File: src/rtl/fifo_stream_reader_pkg.sv
// Shared definitions for the FIFO read-side stream adapter: buffer occupancy
// encodings and the read-issue credit rule.
package fifo_stream_reader_pkg;

    localparam int unsigned BUF_DEPTH = 2;

    typedef enum logic [1:0] {
        EMPTY = 2'd0,
        ONE   = 2'd1,
        TWO   = 2'd2
    } occ_e;

    // A new read may only be issued if every word already committed (buffered
    // or still returning from the FIFO) plus this one fits once this cycle's pop retires.
    function automatic logic can_issue(input occ_e occ, input logic inflight, input logic pop);
        logic [2:0] committed;
        logic [2:0] limit;
        committed = {1'b0, occ} + {2'b00, inflight};
        limit     = 3'(BUF_DEPTH) + {2'b00, pop};
        return committed < limit;
    endfunction

endpackage

File: src/rtl/fifo_skid_buf.sv
// Two-entry in-order output buffer presenting FIFO words as a valid/ready stream.
// The head entry always drives the stream; the tail only holds a word while the head stalls.
module fifo_skid_buf
    import fifo_stream_reader_pkg::*;
#(
    parameter int WIDTH = 8
) (
    input  logic             clk,
    input  logic             rst,
    input  logic             push_i,
    input  logic [WIDTH-1:0] push_data_i,
    input  logic             pop_i,
    input  logic             flush_i,
    output occ_e             occ_o,
    output logic             valid_o,
    output logic [WIDTH-1:0] data_o
);

    occ_e             state_q, state_d;
    logic [WIDTH-1:0] head_q, head_d;
    logic [WIDTH-1:0] tail_q, tail_d;

    always_comb begin
        state_d = state_q;
        head_d  = head_q;
        tail_d  = tail_q;
        if (flush_i) begin
            state_d = EMPTY;
        end else begin
            unique case (state_q)
                EMPTY: begin
                    if (push_i) begin
                        head_d  = push_data_i;
                        state_d = ONE;
                    end
                end
                ONE: begin
                    case ({push_i, pop_i})
                        2'b10: begin
                            tail_d  = push_data_i;
                            state_d = TWO;
                        end
                        2'b01: state_d = EMPTY;
                        2'b11: head_d = push_data_i;
                        default: ;
                    endcase
                end
                TWO: begin
                    // The issue logic never pushes into a full buffer unless it is also popping.
                    if (pop_i) begin
                        head_d = tail_q;
                        if (push_i) begin
                            tail_d = push_data_i;
                        end else begin
                            state_d = ONE;
                        end
                    end
                end
                default: state_d = EMPTY;
            endcase
        end
    end

    always_ff @(posedge clk or negedge rst) begin
        if (!rst) begin
            state_q <= EMPTY;
            head_q  <= '0;
            tail_q  <= '0;
        end else begin
            state_q <= state_d;
            head_q  <= head_d;
            tail_q  <= tail_d;
        end
    end

    assign occ_o   = state_q;
    assign valid_o = (state_q != EMPTY);
    assign data_o  = head_q;

endmodule

File: src/rtl/fifo_stream_reader.sv
// Drains a FIFO read port (one-cycle read latency) into a valid/ready stream,
// with flush, a delivered-word counter and a registered low-water flag.
module fifo_stream_reader
    import fifo_stream_reader_pkg::*;
#(
    parameter int WIDTH = 8,
    parameter int CNT_W = 16
) (
    input  logic             clk,
    input  logic             rst,
    input  logic             fifo_empty,
    input  logic             fifo_almost_empty,
    input  logic [WIDTH-1:0] fifo_dout,
    output logic             fifo_en,
    input  logic             flush,
    output logic             m_valid,
    output logic [WIDTH-1:0] m_data,
    input  logic             m_ready,
    output logic [CNT_W-1:0] rd_cnt,
    output logic             low_water
);

    occ_e             occ;
    logic             pop;
    logic             push;
    logic             inflight_q, inflight_d;
    logic [CNT_W-1:0] rd_cnt_q, rd_cnt_d;
    logic             low_water_q, low_water_d;

    // A word returning during a flush cycle is dropped; no read is issued during
    // flush, so nothing can return in the cycle after it either.
    always_comb begin
        pop         = m_valid & m_ready;
        push        = inflight_q & ~flush;
        fifo_en     = rst & ~fifo_empty & ~flush & can_issue(occ, inflight_q, pop);
        inflight_d  = fifo_en;
        rd_cnt_d    = rd_cnt_q + CNT_W'(pop);
        low_water_d = fifo_almost_empty;
    end

    always_ff @(posedge clk or negedge rst) begin
        if (!rst) begin
            inflight_q  <= 1'b0;
            rd_cnt_q    <= '0;
            low_water_q <= 1'b0;
        end else begin
            inflight_q  <= inflight_d;
            rd_cnt_q    <= rd_cnt_d;
            low_water_q <= low_water_d;
        end
    end

    fifo_skid_buf #(
        .WIDTH(WIDTH)
    ) u_buf (
        .clk        (clk),
        .rst        (rst),
        .push_i     (push),
        .push_data_i(fifo_dout),
        .pop_i      (pop),
        .flush_i    (flush),
        .occ_o      (occ),
        .valid_o    (m_valid),
        .data_o     (m_data)
    );

    assign rd_cnt    = rd_cnt_q;
    assign low_water = low_water_q;

endmodule

File: config.mk
export PLATFORM = sky130hd
export DESIGN_NAME = fifo_stream_reader
export DESIGN_NICKNAME = d
export VERILOG_FILES = /design/src/rtl/fifo_stream_reader_pkg.sv /design/src/rtl/fifo_skid_buf.sv /design/src/rtl/fifo_stream_reader.sv
export SDC_FILE = /design/constraint.sdc
export NUM_CORES = 1
export LEC_CHECK = 0
export ABC_AREA = 1
export ABC_CLOCK_PERIOD_IN_PS = 3800
export CORE_MARGIN = 4
export CORE_UTILIZATION = 53
export DETAILED_ROUTE_END_ITERATION = 16
export GPL_TIMING_DRIVEN = 0
export HOLD_SLACK_MARGIN = 0.06
export MAX_ROUTING_LAYER = met4
export PLACE_DENSITY = 0.84
export SYNTH_ARGS = -nofsm -noshare
export SYNTH_HDL_FRONTEND = slang
export SYNTH_SLANG_ARGS = --single-unit
File: constraint.sdc
create_clock -name clk -period 3.8 [get_ports clk]
set_clock_uncertainty 0.2 [all_clocks]
set_input_delay 0.57 -clock clk [delete_from_list [all_inputs] [get_ports clk]]
set_output_delay 0.57 -clock clk [all_outputs]
set_load 0.02 [all_outputs]
== After elaboration in Yosys (flattened, before gate mapping) ==
Cells that the tools add are included.
Widths: inputs -> output; s select.
Word-level totals
  output and inout port bits: 27
  flip-flop bits (word level): 36
  input bits: 14
Operators by class
  order comparisons: 1
  bitwise gates (word level): 7
  eq/ne operators: 14
  add/sub/neg operators: 3
  reductions and logical operators: 7
  muxes and demuxes: 13
Operator list (count)
  $mux 8: 5
  $pmux 8 s3: 1
  $add 16x1->16: 1
  $pmux 8 s2: 1
  $reduce_and 5->1: 2
  $mux 2: 4
  $ne 2x1->1 const B: 4
  $eq 2x2->1 const B: 3
  $ne 3x2->1 const B: 2
  $pmux 2 s3: 1
  $and 1x1->1: 5
  $eq 2x1->1 const B: 2
  $ne 4x3->1 const B: 1
  $pmux 2 s2: 1
  $reduce_and 4->1: 1
  $reduce_bool 2->1: 2
  $add 2x1->3: 1
  $add 2x1->3 const A: 1
  $lt 3x3->1: 1
  $ne 3x3->1 const B: 1
  $reduce_bool 3->1: 1
  $logic_not 2->1: 1
  $ne 2x2->1 const B: 1
  $not 1->1: 2

== Depth between registers and ports, before layout ==
Gate-level depths: netlist of run 1.
  depth after elaboration: 6
  gate-level depth with buffers: 10

== Hierarchy ==
Synthesis of run 1 repeated with hierarchy kept, for this count alone.
Second synthesis, totals
  cells, all modules: 231
  area, all modules: 1861.8 sq um
By module, submodules not included
  fifo_skid_buf: instances 1, cells an instance 127, seq. area each 450.4 sq um, area an instance 938.4 sq um
  fifo_stream_reader: instances 1, cells an instance 104, seq. area each 450.4 sq um, area an instance 923.4 sq um

== Worst setup path after synthesis of run 1 ==
Ideal clock, no wire load.
  path type: register to output
  start point: register u_buf.state_q[0] (netlist: u_buf.occ_o[0])
  end point: output port fifo_en
  required time: 3.030 ns
  setup slack: 1.721 ns
  arrival: 1.309 ns
  buffers on the path: 0
  cell stages (with the launch flop): 6
  cells stage by stage: dfrtp_1 -> ha_1 -> ha_1 -> nor2_1 -> nand3_1 -> a21oi_1
Between the ends
  longest elaborated chain between the ends: 5
  elaborated cells between the ends (all ways): 6
  classes of those cells: 2 x add/sub; 1 x order compare; 2 x bitwise; 1 x reduce/logical
RTL lines
  start, declared: line fifo_skid_buf.sv:19  | occ_e state_q, state_d;
  start signal, assigned: line fifo_skid_buf.sv:70  | state_q <= state_d;
  $reduce_bool 2->1: line fifo_skid_buf.sv:77  | assign valid_o = (state_q != EMPTY);
  $and 1x1->1: line fifo_stream_reader.sv:33  | pop = m_valid & m_ready;
  $add 2x1->3: line fifo_stream_reader_pkg.sv:19  | limit = 3'(BUF_DEPTH) + {2'b00, pop};
  $lt 3x3->1 (*): line fifo_stream_reader_pkg.sv:20  | return committed < limit;
  $and 1x1->1 (*): line fifo_stream_reader.sv:35  | fifo_en = rst & ~fifo_empty & ~flush & can_issue(occ, inflight_q, pop);
  end, declared: line fifo_stream_reader.sv:14  | output logic fifo_en,
Mark *: on every way between the ends. The rest lies on a longest branch, timed or not.

== Worst setup path after layout of run 1 ==
Same ends and word-level chain as after synthesis.

==> results of run 1 <==
==> cell usage in the layout (no fill, tap or decap), drive strengths merged <==
master         netlist  final
a21oi                4      4
buf                  3      4
clkbuf               1      7
clkdlybuf4s50        0     38
clkinv               1      3
dfrtp               36     36
ha                   3      3
inv                 28     28
nand2               74     74
nand3               10     10
nand3b               3      3
nand4                6      6
nor2                15     15
nor3                 2      2
o2111ai              1      1
o21a                 8      8
o21ai               19     19
xnor2                1      1
xor2                 6      6
==> critical path, cell delays in order (launching register included) <==
cell	delay, ps
dfrtp_1	460
ha_1	230
ha_1	180
nor2_1	80
nand3_1	70
a21oi_1	200
clkdlybuf4s50_1	640
==> area by class of cell <==
| class | instances | area [um2] | share of cell area |
|---|---|---|---|
| clock buffers | 6 | 51.3 | 0.0222 |
| repair buffers | 39 | 385 | 0.167 |
| multi-input cells | 152 | 773 | 0.334 |
| plain buffers | 4 | 28.8 | 0.0124 |
| inverters | 29 | 109 | 0.0471 |
| clock inverters | 2 | 10.0 | 0.00433 |
| well taps | 44 | 55.1 | 0.0238 |
| flip-flops and latches | 36 | 901 | 0.389 |
==> layer usage <==
metal,share of wire,track usage,up-vias
li1,-,-,799
met1,0.46,0.248,706
met2,0.46,0.327,44
met3,0.063,0.0556,6
met4,0.015,0.0685,0
met5,0,-,-
==> power by group through the flow <==
stage               clock, mW  sequential [mW]  combinational, mW
CTS                     0.223            0.514              0.300
detailed placement          0            0.520              0.299
finish                  0.214            0.514              0.295
floorplan                   0            0.574             0.0930
global route            0.243            0.526              0.322
global placement            0            0.518              0.292
==> kinds of logic after synthesis <==
logic type	count (synthesis)	synth area share
compound gates	32	0.104
xor+xnor	7	0.0338
fa+ha+maj	3	0.0207
buf+inv	33	0.0760
flops	36	0.497
simple gates	110	0.269
==> registers in the layout, indices dropped and copies added, names as in the netlist <==
register      cells
inflight_q        1
u_buf.tail_q      8
rd_cnt           16
u_buf.data_o      8
low_water         1
u_buf.occ_o       2
==> metrics by stage <==
stage          hold WS (ps)  power, mW
6_report               91.4       1.02
5_1_grt                 144       1.09
4_1_cts                 116       1.04
3_5_place_dp            277      0.819
3_3_place_gp            271      0.810
2_1_floorplan          74.4      0.667
==> worst min path at each step <==
stage	cells past startpoint	slack (ps)	to
6_report	1	90	u_buf.data_o[7]
2_1_floorplan	0	70	inflight_q
5_1_grt	1	140	u_buf.data_o[0]
3_3_place_gp	2	270	u_buf.data_o[7]
3_5_place_dp	2	280	u_buf.data_o[0]
4_1_cts	1	120	u_buf.data_o[0]
==> metrics.txt, run 1 <==
cell type with the largest total area after synthesis=dfrtp_1; number of global-route vias before repair=1529; status=completed; Antenna Violating Nets Remaining=0; Distinct cells, synth=27; core area=0.00315 mm2; # port buffers=39; max-slew violation count=0; final core occ=0.734; TritonCTS clock tree=yes; Vias/cell=4.98; Hold Buf Count CTS=0; Worst-Skew Late Latency=340 ps; dpl hpwl=2.71 mm; P_int=0.683 mW; Syn Area/Cell=8.20 um2; reg2reg start=u_buf.occ_o[0]; fraction of registers with async set/reset=1.00; min Tclk post-route=2970 ps; Rows=20; Setup crit start=u_buf.occ_o[0]; worst reg-to-reg path cell count=9; fin crit share=0.782; fillers=269; Tightest Hold Check Type=in -> async; final WL=3.69 mm; first-pass GRT wire length=6.62 mm; die extent in x=66.5 um; Max Fclk=337 MHz; critical path arrival=2200 ps; Clock Path Buffers=2; synthesized area=0.00181 mm2; sw power=0.341 mW; sequential cell area fraction in the yosys report=0.497; root buf cell=clkbuf_4; clock-pin slew on the worst setup and hold paths=100 ps; area grow syn2layout=27.7%; R2R Setup Slk=1710 ps; final cell area excluding filler cells=0.00231 mm2; CP endpoint kind=output pin; Data required, critical path=3030 ps; Num CTS Buffers=5; startpoint types=flop; Starting Density=0.575; synth top area cells=dfrtp_1, nand2_1, inv_1; Final Worst Setup Slack=829 ps; Final setup violation count=0; placed instance area=0.00225 mm2; cts repair resizes=0; Clk pwr share=0.209; final setup TNS=0 ps; crit-path max FO=4; Relative slew margins=0.480; first-pass detailed-route iteration total=4; Worst-Margin Slew=780 ps; Post-CTS Setup Bufs=0; Worst VDD drop=0.000417 V; Die ar.=0.00442 mm2; Synth top area share=0.497; GRT overflow=0; # IOs=41; Post-synth top cells=nand2_1, dfrtp_1, inv_1; CTS H-tree depth=2; cells after synthesis=221; Placer Congestion=0.888; initial antenna violation count=0; register share of total power=0.502; total clock sinks=36; ys flop type=dfrtp_1; synth warn=0; FF+latch count, synth=36; total number of vias=1555; Crit Path Class=reg -> out; Sw Share=0.333; Post-Layout Cell Count=312; leakage power=1.13 nW; most instantiated library cell after synthesis=nand2_1; Final Hold Fails=0; Die Ht=66.5 um; share of cells above drive strength 1=0.0896; Post-Place Setup Slack=785 ps; P per Cell Area=443 mW/mm2; Crit Reg-Reg Endpoint=rd_cnt[8]; DR WL/cell=11.8 um; largest net degree at the start of global routing=38; # diodes=0; RSZ-0062 raised after global routing=no; number of max-cap violations=0; Worst Setup EP=fifo_en; syn nets=238; DR iter-0 viols=52; post-placement cell count=304; final routed DRC violation total=0; Gate power share=0.288; nets@finish=284; Overall Global Routing Usage=0.203; number of synthesized flops with an enable pin=0
(Power assumes the default switching activity.)
==> inputs of run 2 (changes only) <==
--- a/config.mk
+++ b/config.mk
@@ -6,14 +6,14 @@
 export NUM_CORES = 1
 export LEC_CHECK = 0
 export ABC_AREA = 1
-export ABC_CLOCK_PERIOD_IN_PS = 3800
+export ABC_CLOCK_PERIOD_IN_PS = 2580
 export CORE_MARGIN = 4
-export CORE_UTILIZATION = 53
+export CORE_UTILIZATION = 45
 export DETAILED_ROUTE_END_ITERATION = 16
 export GPL_TIMING_DRIVEN = 0
 export HOLD_SLACK_MARGIN = 0.06
 export MAX_ROUTING_LAYER = met4
-export PLACE_DENSITY = 0.84
+export PLACE_DENSITY = 0.76
 export SYNTH_ARGS = -nofsm -noshare
 export SYNTH_HDL_FRONTEND = slang
 export SYNTH_SLANG_ARGS = --single-unit
==> constraint.sdc (replaced) <==
create_clock -name clk -period 2.58 [get_ports clk]
set_clock_uncertainty 0.2 [all_clocks]
set_input_delay 0.387 -clock clk [delete_from_list [all_inputs] [get_ports clk]]
set_output_delay 0.387 -clock clk [all_outputs]
set_load 0.02 [all_outputs]
==> metrics.txt, run 2 (synthesis gave the netlist of run 1 again) <==
status=completed (unchanged); nets@finish=286 (was 284); Antenna Violating Nets Remaining=0 (unchanged); fillers=350 (was 269); reg2reg start=u_buf.occ_o[0] (unchanged); slowest CP cell=dfrtp_1 (was clkdlybuf4s50_1); initial antenna violation count=0 (unchanged); Clock Path Buffers=2 (unchanged); Tightest Hold Check Type=in -> reg (was in -> async); R2R Setup Slk=480 ps (was 1710 ps); crit-path max FO=4 (unchanged); number of global-route vias before repair=1497 (was 1529); final setup TNS=0 ps (unchanged); startpoint types=flop (unchanged); CTS H-tree depth=2 (unchanged); largest net degree at the start of global routing=37 (was 38); Die Ht=71.5 um (was 66.5 um); min Tclk post-route=2390 ps; Hold Path Stages=3; TritonCTS clock tree=yes (unchanged); GRT overflow=0 (unchanged); Max Fclk=418 MHz; RSZ-0062 raised after global routing=no (unchanged); Placer Congestion=0.812 (was 0.888); die extent in x=71.5 um (was 66.5 um); DR iter-0 viols=55 (was 52); Final Hold Fails=0 (unchanged); area grow syn2layout=31.3% (was 27.7%); hold endpoint=inflight_q; WP buf/inv=1 (unchanged); Critical Path Max Stage Delay=450 ps (was 640 ps); DR WL/cell=11.4 um (was 11.8 um); Data required, critical path=1990 ps (was 3030 ps); number of flip-flops in the largest register=16 (unchanged); P per Cell Area=672 mW/mm2 (was 443 mW/mm2); Final setup violation count=0 (unchanged); Worst-Margin Slew=322 ps (was 780 ps); Worst-Skew Late Latency=280 ps (was 340 ps); clock-pin slew on the worst setup and hold paths=70 ps (was 100 ps); first-pass GRT wire length=6.60 mm (was 6.62 mm); leakage power=1.16 nW (was 1.13 nW); kind of cell adding the most delay to the critical path=flip-flops (was buffers and inverters); Die ar.=0.00511 mm2 (was 0.00442 mm2); core area=0.00377 mm2 (was 0.00315 mm2); Relative slew margins=0.785 (was 0.480); fin crit share=0.927; commonest non-fill, non-tap cell in the layout=nand2_1 (unchanged); Overall Global Routing Usage=0.165 (was 0.203); total number of vias=1534 (was 1555); max-slew violation count=0 (unchanged); Crit Path Class=reg -> out (unchanged); Starting Density=0.480 (was 0.575); first-pass detailed-route iteration total=4 (unchanged); # port buffers=39 (unchanged); Worst VDD drop=0.000549 V (was 0.000417 V); Rows=22 (was 20); Hold Startpoint=m_ready; Power, Total=1.60 mW (was 1.02 mW); root buf cell=clkbuf_8 (was clkbuf_4); most used cell, CP=ha_1 (unchanged); # diodes=0 (unchanged); final core occ=0.631 (was 0.734); dpl hpwl=2.65 mm (was 2.71 mm); Crit Reg-Reg Endpoint=rd_cnt[8] (unchanged); total clock sinks=36 (unchanged); number of max-cap violations=0 (unchanged); final routed DRC violation total=0 (unchanged); critical path arrival=1810 ps (was 2200 ps); Num CTS Buffers=5 (unchanged); CP endpoint kind=output pin (unchanged); worst reg-to-reg path cell count=9 (unchanged); most frequent cells in the layout=nand2_1, clkdlybuf4s50_1, dfrtp_1 (unchanged); final WL=3.61 mm (was 3.69 mm); # IOs=41 (unchanged); share of cells above drive strength 1=0.0926 (was 0.0896); CP Cell Sequence=ha_1 -> ha_1 -> nor2_1 -> nand3_1 -> a21oi_1 -> dlygate4sd2_1 (was ha_1 -> ha_1 -> nor2_1 -> nand3_1 -> a21oi_1 -> clkdlybuf4s50_1); Vias/cell=4.82 (was 4.98)
## run 2: cell types whose count changed in the layout (fill, tap and decap cells not counted), sizes merged
cell / delta
buf: +1
dlygate4sd3: +1
dlygate4sd2: +1
clkdlybuf4s50: -1
## run 2: how the worst max path moves through the flow
stage | start | to | slack, ps | cells after the start
after floorplan | u_buf.occ_o[0] | rd_cnt[8] | 630 | 9
after global placement | rst | fifo_en | -1100 | 4
after detailed placement | rst | fifo_en | -40 | 4
after CTS | u_buf.occ_o[0] | fifo_en | 160 | 6
after global routing | u_buf.occ_o[0] | fifo_en | 80 | 6
final | u_buf.occ_o[0] | fifo_en | 190 | 6
## run 2: routing by layer
metal	wire length [um]	vias to the layer above	GRT usage
li1	-	800	-
met1	1760	686	0.212
met2	1590	41	0.258
met3	231	7	0.0435
met4	33	0	0.0438
met5	0	-	-
## run 2: worst reg2reg max path: cells and delay by family, from the launching register on
family	cells	cell delay [ps]
AND/OR/NAND/NOR	5	770
flip-flops	1	460
buffers and inverters	2	210
adder cells (fa/ha/maj)	1	200
XOR/XNOR	1	150
## run 2: repair_timing
item,CTS,global route
resized for setup,1,0
setup endpoints to repair,1,0
endpoints found under the hold margin,36,0
setup buffers,0,0
hold buffers,2,0
## run 2: stage by stage
step	area, um2	hold slack (ps)	instances	setup WS [ps]
after CTS	2380	262	318	164
after global placement	2260	271	308	-1100
final	2380	278	318	187
after floorplan	1810	-109	221	634
after detailed placement	2260	279	308	-41.0
after global routing	2380	293	318	80.0
## run 2: final cells by class
class / count / area, um2 / share of cell area
Sequential cell: 36 / 901 / 0.379
Inverter: 29 / 109 / 0.0458
Clock inverter: 2 / 10.0 / 0.00421
Clock buffer: 6 / 82.6 / 0.0347
Multi-Input combinational cell: 152 / 773 / 0.325
Timing Repair Buffer: 41 / 414 / 0.174
Tap cell: 48 / 60.1 / 0.0252
Buffer: 4 / 28.8 / 0.0121
## run 2: report_power, final
group / internal (mW) / leakage [nW] / total, mW / switching (mW)
sequential: 0.669 / 0.462 / 0.758 / 0.0892
clock: 0.213 / 0.0510 / 0.407 / 0.194
combinational: 0.212 / 0.647 / 0.434 / 0.222
total: 1.09 / 1.16 / 1.60 / 0.505
